## config.mk

```make
export PLATFORM = sky130hd
export DESIGN_NAME = slip_rx
export DESIGN_NICKNAME = d
export VERILOG_FILES = /design/src/rtl/slip_rx.sv
export SDC_FILE = /design/constraint.sdc
export NUM_CORES = 1
export LEC_CHECK = 0
export CORE_UTILIZATION = 55
export CTS_BUF_LIST = sky130_fd_sc_hd__clkbuf_16
export CTS_CLUSTER_DIAMETER = 40
export CTS_CLUSTER_SIZE = 25
export DETAILED_ROUTE_END_ITERATION = 7
export PLACE_DENSITY = 0.77
export SYNTH_ARGS = -nofsm -noshare
export SYNTH_HDL_FRONTEND = slang
export SYNTH_SLANG_ARGS = --single-unit
```

## constraint.sdc

```tcl
create_clock -name clk -period 2.96 [get_ports clk]
set_clock_uncertainty 0.05 [all_clocks]
set_input_delay 0.592 -clock clk [delete_from_list [all_inputs] [get_ports clk]]
set_output_delay 0.592 -clock clk [all_outputs]
set_load 0.01 [all_outputs]
```

## src/rtl/slip_rx.sv

```systemverilog
// rtl/slip_rx.sv - SLIP frame decoder with output FIFO
//
// Ports:
//   clk, rst_n         clock, synchronous active-low reset
//   in, in_clk         received byte and its update pulse (one byte per rising edge)
//   out, out_last      FIFO head entry: decoded byte and end-of-frame flag
//   out_valid          FIFO not empty
//   out_ready          consumer accepts the head entry this cycle
//   err                one-cycle pulse on protocol error or overflow
module slip_rx #(
    parameter int DEPTH = 16
) (
    input  logic       clk,
    input  logic       rst_n,
    input  logic [7:0] in,
    input  logic       in_clk,
    output logic [7:0] out,
    output logic       out_last,
    output logic       out_valid,
    input  logic       out_ready,
    output logic       err
);

    localparam int AW = (DEPTH > 1) ? $clog2(DEPTH) : 1;
    localparam logic [AW:0] FULL_CNT = (AW + 1)'(DEPTH);

    localparam logic [7:0] END_B   = 8'hC0;
    localparam logic [7:0] ESC_B   = 8'hDB;
    localparam logic [7:0] ESC_END = 8'hDC;
    localparam logic [7:0] ESC_ESC = 8'hDD;

    typedef enum logic [1:0] {
        NORM    = 2'd0,
        ESC     = 2'd1,
        DISCARD = 2'd2
    } state_t;

    state_t      state_q, state_d;
    logic [7:0]  pend_q, pend_d;
    logic        pend_v_q, pend_v_d;
    logic        in_clk_d_q, in_clk_d_d;
    logic        err_q, err_d;
    logic [8:0]  mem_q [DEPTH];
    logic [8:0]  mem_d [DEPTH];
    logic [AW-1:0] wr_ptr_q, wr_ptr_d;
    logic [AW-1:0] rd_ptr_q, rd_ptr_d;
    logic [AW:0]   count_q, count_d;

    logic       stb;
    logic       push_req;
    logic [8:0] push_data;
    logic       abort;
    logic       pop;
    logic       overflow;
    logic       do_push;

    assign stb = in_clk & ~in_clk_d_q;

    always_comb begin
        state_d    = state_q;
        pend_d     = pend_q;
        pend_v_d   = pend_v_q;
        in_clk_d_d = in_clk;
        push_req   = 1'b0;
        push_data  = 9'h000;
        abort      = 1'b0;

        if (stb) begin
            case (state_q)
                NORM: begin
                    if (in == END_B) begin
                        // An END with nothing pending is an empty frame: drop it.
                        if (pend_v_q) begin
                            push_req  = 1'b1;
                            push_data = {1'b1, pend_q};
                        end
                        pend_v_d = 1'b0;
                    end else if (in == ESC_B) begin
                        state_d = ESC;
                    end else begin
                        if (pend_v_q) begin
                            push_req  = 1'b1;
                            push_data = {1'b0, pend_q};
                        end
                        pend_d   = in;
                        pend_v_d = 1'b1;
                    end
                end
                ESC: begin
                    if (in == ESC_END || in == ESC_ESC) begin
                        if (pend_v_q) begin
                            push_req  = 1'b1;
                            push_data = {1'b0, pend_q};
                        end
                        pend_d   = (in == ESC_END) ? END_B : ESC_B;
                        pend_v_d = 1'b1;
                        state_d  = NORM;
                    end else begin
                        // Bad escape: close what we have as a (truncated) frame.
                        if (pend_v_q) begin
                            push_req  = 1'b1;
                            push_data = {1'b1, pend_q};
                        end
                        pend_v_d = 1'b0;
                        abort    = 1'b1;
                        state_d  = (in == END_B) ? NORM : DISCARD;
                    end
                end
                default: begin
                    if (in == END_B) begin
                        state_d = NORM;
                    end
                end
            endcase
        end

        pop      = (count_q != '0) & out_ready;
        overflow = push_req & (count_q == FULL_CNT) & ~pop;
        do_push  = push_req & ~overflow;

        // Overflow wins over whatever the decoder wanted: the rest of the
        // frame is unusable, so skip to the next END.
        if (overflow) begin
            pend_v_d = 1'b0;
            state_d  = DISCARD;
        end

        err_d = abort | overflow;

        mem_d    = mem_q;
        wr_ptr_d = wr_ptr_q;
        rd_ptr_d = rd_ptr_q;
        if (do_push) begin
            mem_d[wr_ptr_q] = push_data;
            wr_ptr_d        = wr_ptr_q + AW'(1);
        end
        if (pop) begin
            rd_ptr_d = rd_ptr_q + AW'(1);
        end

        count_d = count_q;
        if (do_push && !pop) begin
            count_d = count_q + (AW + 1)'(1);
        end else if (!do_push && pop) begin
            count_d = count_q - (AW + 1)'(1);
        end
    end

    always_ff @(posedge clk) begin
        if (!rst_n) begin
            state_q    <= NORM;
            pend_q     <= 8'h00;
            pend_v_q   <= 1'b0;
            in_clk_d_q <= 1'b0;
            err_q      <= 1'b0;
            wr_ptr_q   <= '0;
            rd_ptr_q   <= '0;
            count_q    <= '0;
            for (int i = 0; i < DEPTH; i++) begin
                mem_q[i] <= 9'h000;
            end
        end else begin
            state_q    <= state_d;
            pend_q     <= pend_d;
            pend_v_q   <= pend_v_d;
            in_clk_d_q <= in_clk_d_d;
            err_q      <= err_d;
            wr_ptr_q   <= wr_ptr_d;
            rd_ptr_q   <= rd_ptr_d;
            count_q    <= count_d;
            mem_q      <= mem_d;
        end
    end

    assign out       = mem_q[rd_ptr_q][7:0];
    assign out_last  = mem_q[rd_ptr_q][8];
    assign out_valid = (count_q != '0);
    assign err       = err_q;

endmodule

```

==> results of run 1 <==
==> power groups by stage <==
stage / clock, µW / sequential (µW) / combinational, µW
final: 2210 / 2430 / 1020
after global routing: 2320 / 2440 / 1110
after CTS: 2230 / 2430 / 1020
after detailed placement: 0 / 2480 / 873
after global placement: 0 / 2470 / 852
after floorplan: 0 / 2420 / 638
==> cell type report <==
cell class | instances | area [µm²] | share of cell area
clock buffers | 17 | 425 | 0.0448
multi-input cells | 482 | 4390 | 0.463
flip-flops and latches | 170 | 3410 | 0.359
repair buffers | 80 | 836 | 0.0881
inverters | 11 | 41.3 | 0.00435
clock inverters | 14 | 158 | 0.0166
well taps | 180 | 225 | 0.0237
==> metrics by stage <==
stage                     power, µW  worst slack (ns)  TNS [ns]
after floorplan                3060            0.0110         0
after global placement         3330            -0.221    -0.406
after detailed placement       3350            -0.292    -0.578
after CTS                      5680           -0.0328    -0.108
after global routing           5870           0.00248         0
final                          5660            0.0623         0
==> synthesized netlist by cell type, types with 2 or more instances <==
cell / instances / area [µm²]
inv_1: 11 / 41.3
or3_1: 5 / 31.3
mux2i_1: 136 / 1360
a221oi_1: 3 / 26.3
nor2b_1: 136 / 851
a21boi_1: 4 / 30.0
nor3_1: 5 / 25.0
and4_1: 4 / 35.0
nor4_1: 3 / 18.8
ha_1: 10 / 125
nor2_1: 9 / 33.8
dfxtp_1: 170 / 3400
xnor2_1: 7 / 61.3
mux4_2: 45 / 1010
nand4_1: 15 / 93.8
o21ai_0: 8 / 40.0
and2_1: 12 / 75.1
nand3_1: 4 / 20.0
nand2_1: 30 / 113
buf_2: 19 / 95.1
o31ai_1: 4 / 30.0
a21oi_1: 5 / 25.0
o211a_1: 9 / 90.1
nand2b_1: 6 / 37.5
clkbuf_1: 50 / 188
o311a_1: 2 / 20.0
o21a_1: 2 / 15.0
a21boi_0: 2 / 15.0
==> worst max path at each step <==
stage                                   from                       to  slack [ns]
CTS                 rd_ptr_q[0]$_SDFFE_PN0P_                   out[4]       -0.03
finish              rd_ptr_q[0]$_SDFFE_PN0P_                   out[2]        0.06
global route        rd_ptr_q[0]$_SDFFE_PN0P_                   out[2]       0.002
global placement                      in_clk  count_q[4]$_SDFFE_PN0P_       -0.22
detailed placement                    in_clk  count_q[4]$_SDFFE_PN0P_       -0.29
floorplan                             in_clk  count_q[4]$_SDFFE_PN0P_        0.01
==> what timing repair did <==
item                                    4_1_cts  5_1_grt
endpoints found under the setup margin        9        9
buffers inserted                              9        1
gates resized for setup                      31       12
cloned                                        1        0
==> cells by family (layout without fill, tap and decap cells) <==
logic type      Yosys count  in the layout  synth area share
simple gates            239            239             0.178
compound gates           43             43            0.0400
fa+ha+maj                11             11            0.0179
flops                   170            170             0.420
mux                     181            181             0.293
xor+xnor                  8              8           0.00865
buf+inv                  82            122            0.0423
==> state kept, by name, summed over array words and instances (netlist names) <==
register	flops
count_q	5
err	1
in_clk_d_q	1
mem_q	144
pend_q	8
pend_v_q	1
rd_ptr_q	4
state_q	2
wr_ptr_q	4
==> metal layers <==
metal / track usage / wire length (µm)
met3: 0.0480 / 811
met2: 0.455 / 9240
met1: 0.325 / 8070
met5: 0 / 0
met4: 0.134 / 645
==> layout by cell type (no fill, tap or decap), types with 12 or more instances in the layout <==
| master | netlist | routed |
|---|---|---|
| nor2b_1 | 136 | 136 |
| buf_4 | 1 | 40 |
| nand4_1 | 15 | 15 |
| clkbuf_16 | 0 | 17 |
| dfxtp_1 | 170 | 169 |
| mux2i_1 | 136 | 136 |
| inv_1 | 11 | 13 |
| nand2_1 | 30 | 30 |
| buf_12 | 0 | 16 |
| clkdlybuf4s50_1 | 0 | 12 |
| mux4_2 | 45 | 45 |
| and2_1 | 12 | 12 |
==> worst register-to-register path: cells and delay by family (launching register included) <==
family,cells,cell delay (ns)
AOI/OAI and AO/OA,3,0.55
and+or+nand+nor,1,0.54
adders and majority gates,2,0.50
muxes,2,0.40
DFF,1,0.36
buffers and inverters,2,0.23
==> results.md, run 1 <==
* Hold WS at 0.399 ns
* Synthesized netlist cell count at between 700 and 800
* First-pass GRT wire length at 29.9 mm
* Layout area overhead at 17.1%
* Drt first pass iters at 5
* Clk slew on worst S/H paths at 0.06 ns
* Final ANT Viol Nets at 0
* WHS Path Cells at 2
* Hold endpoint: mem_q[98]$_SDFFE_PN0P_
* Post-DP Area at between 0.008 and 0.009 mm²
* Worst Tran Pin Value at 0.720 ns
* Tcrit/Tclk final at 0.979
* Unrepaired setup endpoints after global routing: no
* Synthesized cell area at 0.00810 mm²
* Vias at 5,498
* H-tree lvl count at 4
* Nets at 785
* GRT overflow at 0
* Max cap viols at 0
* Worst-path fanout max at 4
* CP top delay family: multiplexers
* NetSw at 1440 µW
* PwrDens at ~600 mW/mm²
* DPL Wire Length at 11.9 mm
* Fraction of registers with async set/reset at 0
* WL per Instance at 19.7 µm
* Core Area at 0.0141 mm²
* Switching share of power at 0.254
* Outcome: completed
* Deepest clock path buffer count at 2
* Die ar. at 0.0152 mm²
* Slowest CP cell: mux4_2
* Internal power at 4220 µW
* Worst path cell trace: buf_12, buf_12, buf_6, mux4_2, mux4_2, buf_6
* Power share of the sequential group at 0.430
* Final Util at 0.670
* Final wirelength at 18.8 mm
* Initial antenna violation count at 0
* HP Class: flip-flop to flip-flop
* Hold buffer count at CTS at 0
* Clk sinks at 170
* Critical Path RT at 2.32 ns
* Power share of the clock group at 0.390
* Synth Flop Type: dfxtp_1
* Gate power share at 0.180
* DP Cell Count at 913
* Max IR drop VDD at ~0.45 mV
* Design Area, Final at 0.00949 mm²
* Die W at 123 µm
* Final Non-Filler Cells at around 950
* Share of post-route cells with drive strength above 1 at 0.200
* Reg-to-reg endpoint: count_q[4]$_SDFFE_PN0P_
* Initial Util at 0.573
* Die Ht at 123 µm
* Max-slew headroom at 0.519
* Crit Path Category: flip-flop to output pin
* Final hold violations at 0
* Buf+Inv Stages, Crit Path at 4
* DR vias/cell at just under 6
* Clock Tree Root: clkbuf_16
* Finish-stage setup viols at 0
* Average cell area after synthesis at ~11 µm²
* Fill count at between 1,000 and 1,500
* Vias in the first global route at 5,697
* Antenna diodes at 0
* Crit path launch type: flip-flop
* R2R depth at 10
* Post-synthesis sequential area ratio at 0.420
* Crit. End Element: output pin
* GRT Total Usage at 0.268
* Clock latency on the worst-skew pair at roughly 0.43 ns
* Crit-path max cell delay at 0.49 ns
* Hold path startpoint: mem_q[98]$_SDFFE_PN0P_
* Leakage at 0.00381 µW
* # rows at 43
* RD Place Congestion at 0.848
* Post-route DRC at 0
* Unique masters post-synth at 46
* Yosys reg bits at 170
* Fmax at ~350 MHz
* Levels on crit path at 6
* Min Clock Period, post-route at about 2.9 ns
* Syn_nets at 757
* Worst R2R Setup Slack at 0.27 ns
* TritonCTS buffer count at 17
* I/O pin total at 23
* Buffers on Ports at 22
* Pins Over Slew Limit at 0
* CTS tree: built
* Synth warnings at 0
* FF-to-FF Start: count_q[0]$_SDFFE_PN0P_
* EDFF count, synth at 0
* Pin count of the biggest net entering global routing at 107
* Initial DRC count at about 390
* Crit path DAT at 2.26 ns
(Power assumes the default switching activity.)
==> run 2: changes to the inputs <==
Settings changed: CORE_ASPECT_RATIO set to 0.5.
==> results.md, run 2 (synthesis gave the netlist of run 1 again) <==
* Worst R2R Setup Slack at 0.39 ns
* Crit. End Element: output pin
* Max IR drop VDD at 0.393 mV
* H-tree lvl count at 4
* # rows at 30
* Commonest non-fill, non-tap cell in the layout: dfxtp_1
* Final Non-Filler Cells at 974
* Leakage at 0.00386 µW
* Final Util at 0.687
* Initial Util at 0.580
* Clock latency on the worst-skew pair at roughly 0.43 ns
* WHS Path Cells at 2
* Die W at 174 µm
* Hold buffer count at CTS at 0
* First-pass GRT wire length at 31.4 mm
* Initial DRC count at 447
* PwrDens at around 600 mW/mm²
* Share of post-route cells with drive strength above 1 at 0.216
* Vias in the first global route at 5,732
* Crit path launch type: flip-flop
* I/O pin total at 23
* Commonest cells after routing, fill and taps aside: dfxtp_1, nor2b_1, mux2i_1
* Outcome: completed
* Largest reg by FF count: mem_q
* TritonCTS buffer count at 17
* Clock Tree Root: clkbuf_16
* Hold path startpoint: mem_q[107]$_SDFFE_PN0P_
* Deepest clock path buffer count at 2
* Crit path DAT at 2.32 ns
* RD Place Congestion at roughly 0.84
* Final hold violations at 0
* Reg-to-reg endpoint: count_q[4]$_SDFFE_PN0P_
* Buffers on Ports at 22
* Final setup TNS at 0 ns
* Nets at 792
* Post-route DRC at 0
* Max reg flops at 144
* Finish-stage setup viols at 0
* Hold endpoint: mem_q[107]$_SDFFE_PN0P_
* Die ar. at 0.0153 mm²
* DR vias/cell at around 6
* Tcrit/Tclk final at 0.999
* Clk sinks at 170
* Vias at 5,687
* Core Area at 0.0140 mm²
* HP Class: flip-flop to flip-flop
* Clk slew on worst S/H paths at 0.06 ns
* Worst-path fanout max at 8
* Pin count of the biggest net entering global routing at between 70 and 80
* Crit Path Category: flip-flop to output pin
* R2R depth at 12
* Min Clock Period, post-route at approximately 3.0 ns
* Fmax at 338 MHz
* Final wirelength at 19.7 mm
* DPL Wire Length at 12.3 mm
* Top flop regs: mem_q (144), pend_q (8), count_q (5)
* Layout area overhead at 18.4%
* Max-slew headroom at 0.534
* CTS tree: built
* Max cap viols at 0
* Initial antenna violation count at 0
* Worst Tran Pin Value at 0.699 ns
* Critical Path RT at 2.32 ns
* Final ANT Viol Nets at 0
* GRT Total Usage at 0.275
* FF-to-FF Start: count_q[0]$_SDFFE_PN0P_
* DP Cell Count at 937
* GRT overflow at 0
* WL per Instance at roughly 20 µm
* Die Ht at 87.8 µm
* Unrepaired setup endpoints after global routing: yes
* Pins Over Slew Limit at 0
* Antenna diodes at 0
* Drt first pass iters at 5
[run 2: changes by cell type in the layout (fill, tap and decap cells not counted), moves of 5 or more]
cell	before	now
buf_12	16	11
inv_6	1	6
buf_6	4	11
buf_4	40	50
[run 2: stage by stage]
step	hold slack [ns]	worst slack, ns	power [µW]	instance area, µm²
after CTS	0.414	-0.0123	5770	9610
after floorplan	0.378	0.0110	3060	8110
after global routing	0.439	-0.0111	5940	9590
after global placement	0.387	-0.261	3360	8870
final	0.418	0.00295	5720	9590
after detailed placement	0.401	-0.324	3370	8870
[run 2: per-layer routing]
| metal | GRT usage | wire, µm |
|---|---|---|
| met2 | 0.453 | 9030 |
| met1 | 0.355 | 8760 |
| met4 | 0.0973 | 449 |
| met3 | 0.0716 | 1480 |
| met5 | 0 | 0 |
[run 2: how the worst max path moves through the flow]
stage | from | to | slack (ns) | cells past startpoint
2_1_floorplan | in_clk | count_q[4]$_SDFFE_PN0P_ | 0.01 | 11
3_3_place_gp | in_clk | count_q[4]$_SDFFE_PN0P_ | -0.26 | 11
3_5_place_dp | in_clk | count_q[4]$_SDFFE_PN0P_ | -0.32 | 11
4_1_cts | rd_ptr_q[0]$_SDFFE_PN0P_ | out[3] | -0.01 | 6
5_1_grt | rd_ptr_q[0]$_SDFFE_PN0P_ | out[4] | -0.01 | 5
6_report | rd_ptr_q[0]$_SDFFE_PN0P_ | out_last | 0.003 | 4
[run 2: timing repair]
action	CTS	global route
gates cloned	3	0
setup endpoints to repair	9	8
resized for setup	50	13
buffers inserted	6	0
pin swaps	0	4
[run 2: power breakdown]
group | total (µW) | switching (µW) | leakage (µW) | internal [µW]
Combinational | 1040 | 462 | 0.00220 | 579
Sequential | 2460 | 118 | 0.00137 | 2340
Clock | 2220 | 1030 | 0.000289 | 1200
Total | 5720 | 1610 | 0.00386 | 4110
[run 2: cell type report]
type,instances,area (µm²)
Tap cell,192,240
Inverter,11,41.3
Timing Repair Buffer,87,900
Clock buffer,17,425
Sequential cell,170,3410
Fill cell,972,4370
Clock inverter,15,158
Multi-Input combinational cell,482,4420
[run 2: worst max-delay path, stage by stage (launching register included)]
cell,delay (ns)
dfxtp_4,0.43
buf_4,0.22
mux4_2,0.56
mux4_2,0.52
buf_6,0.16
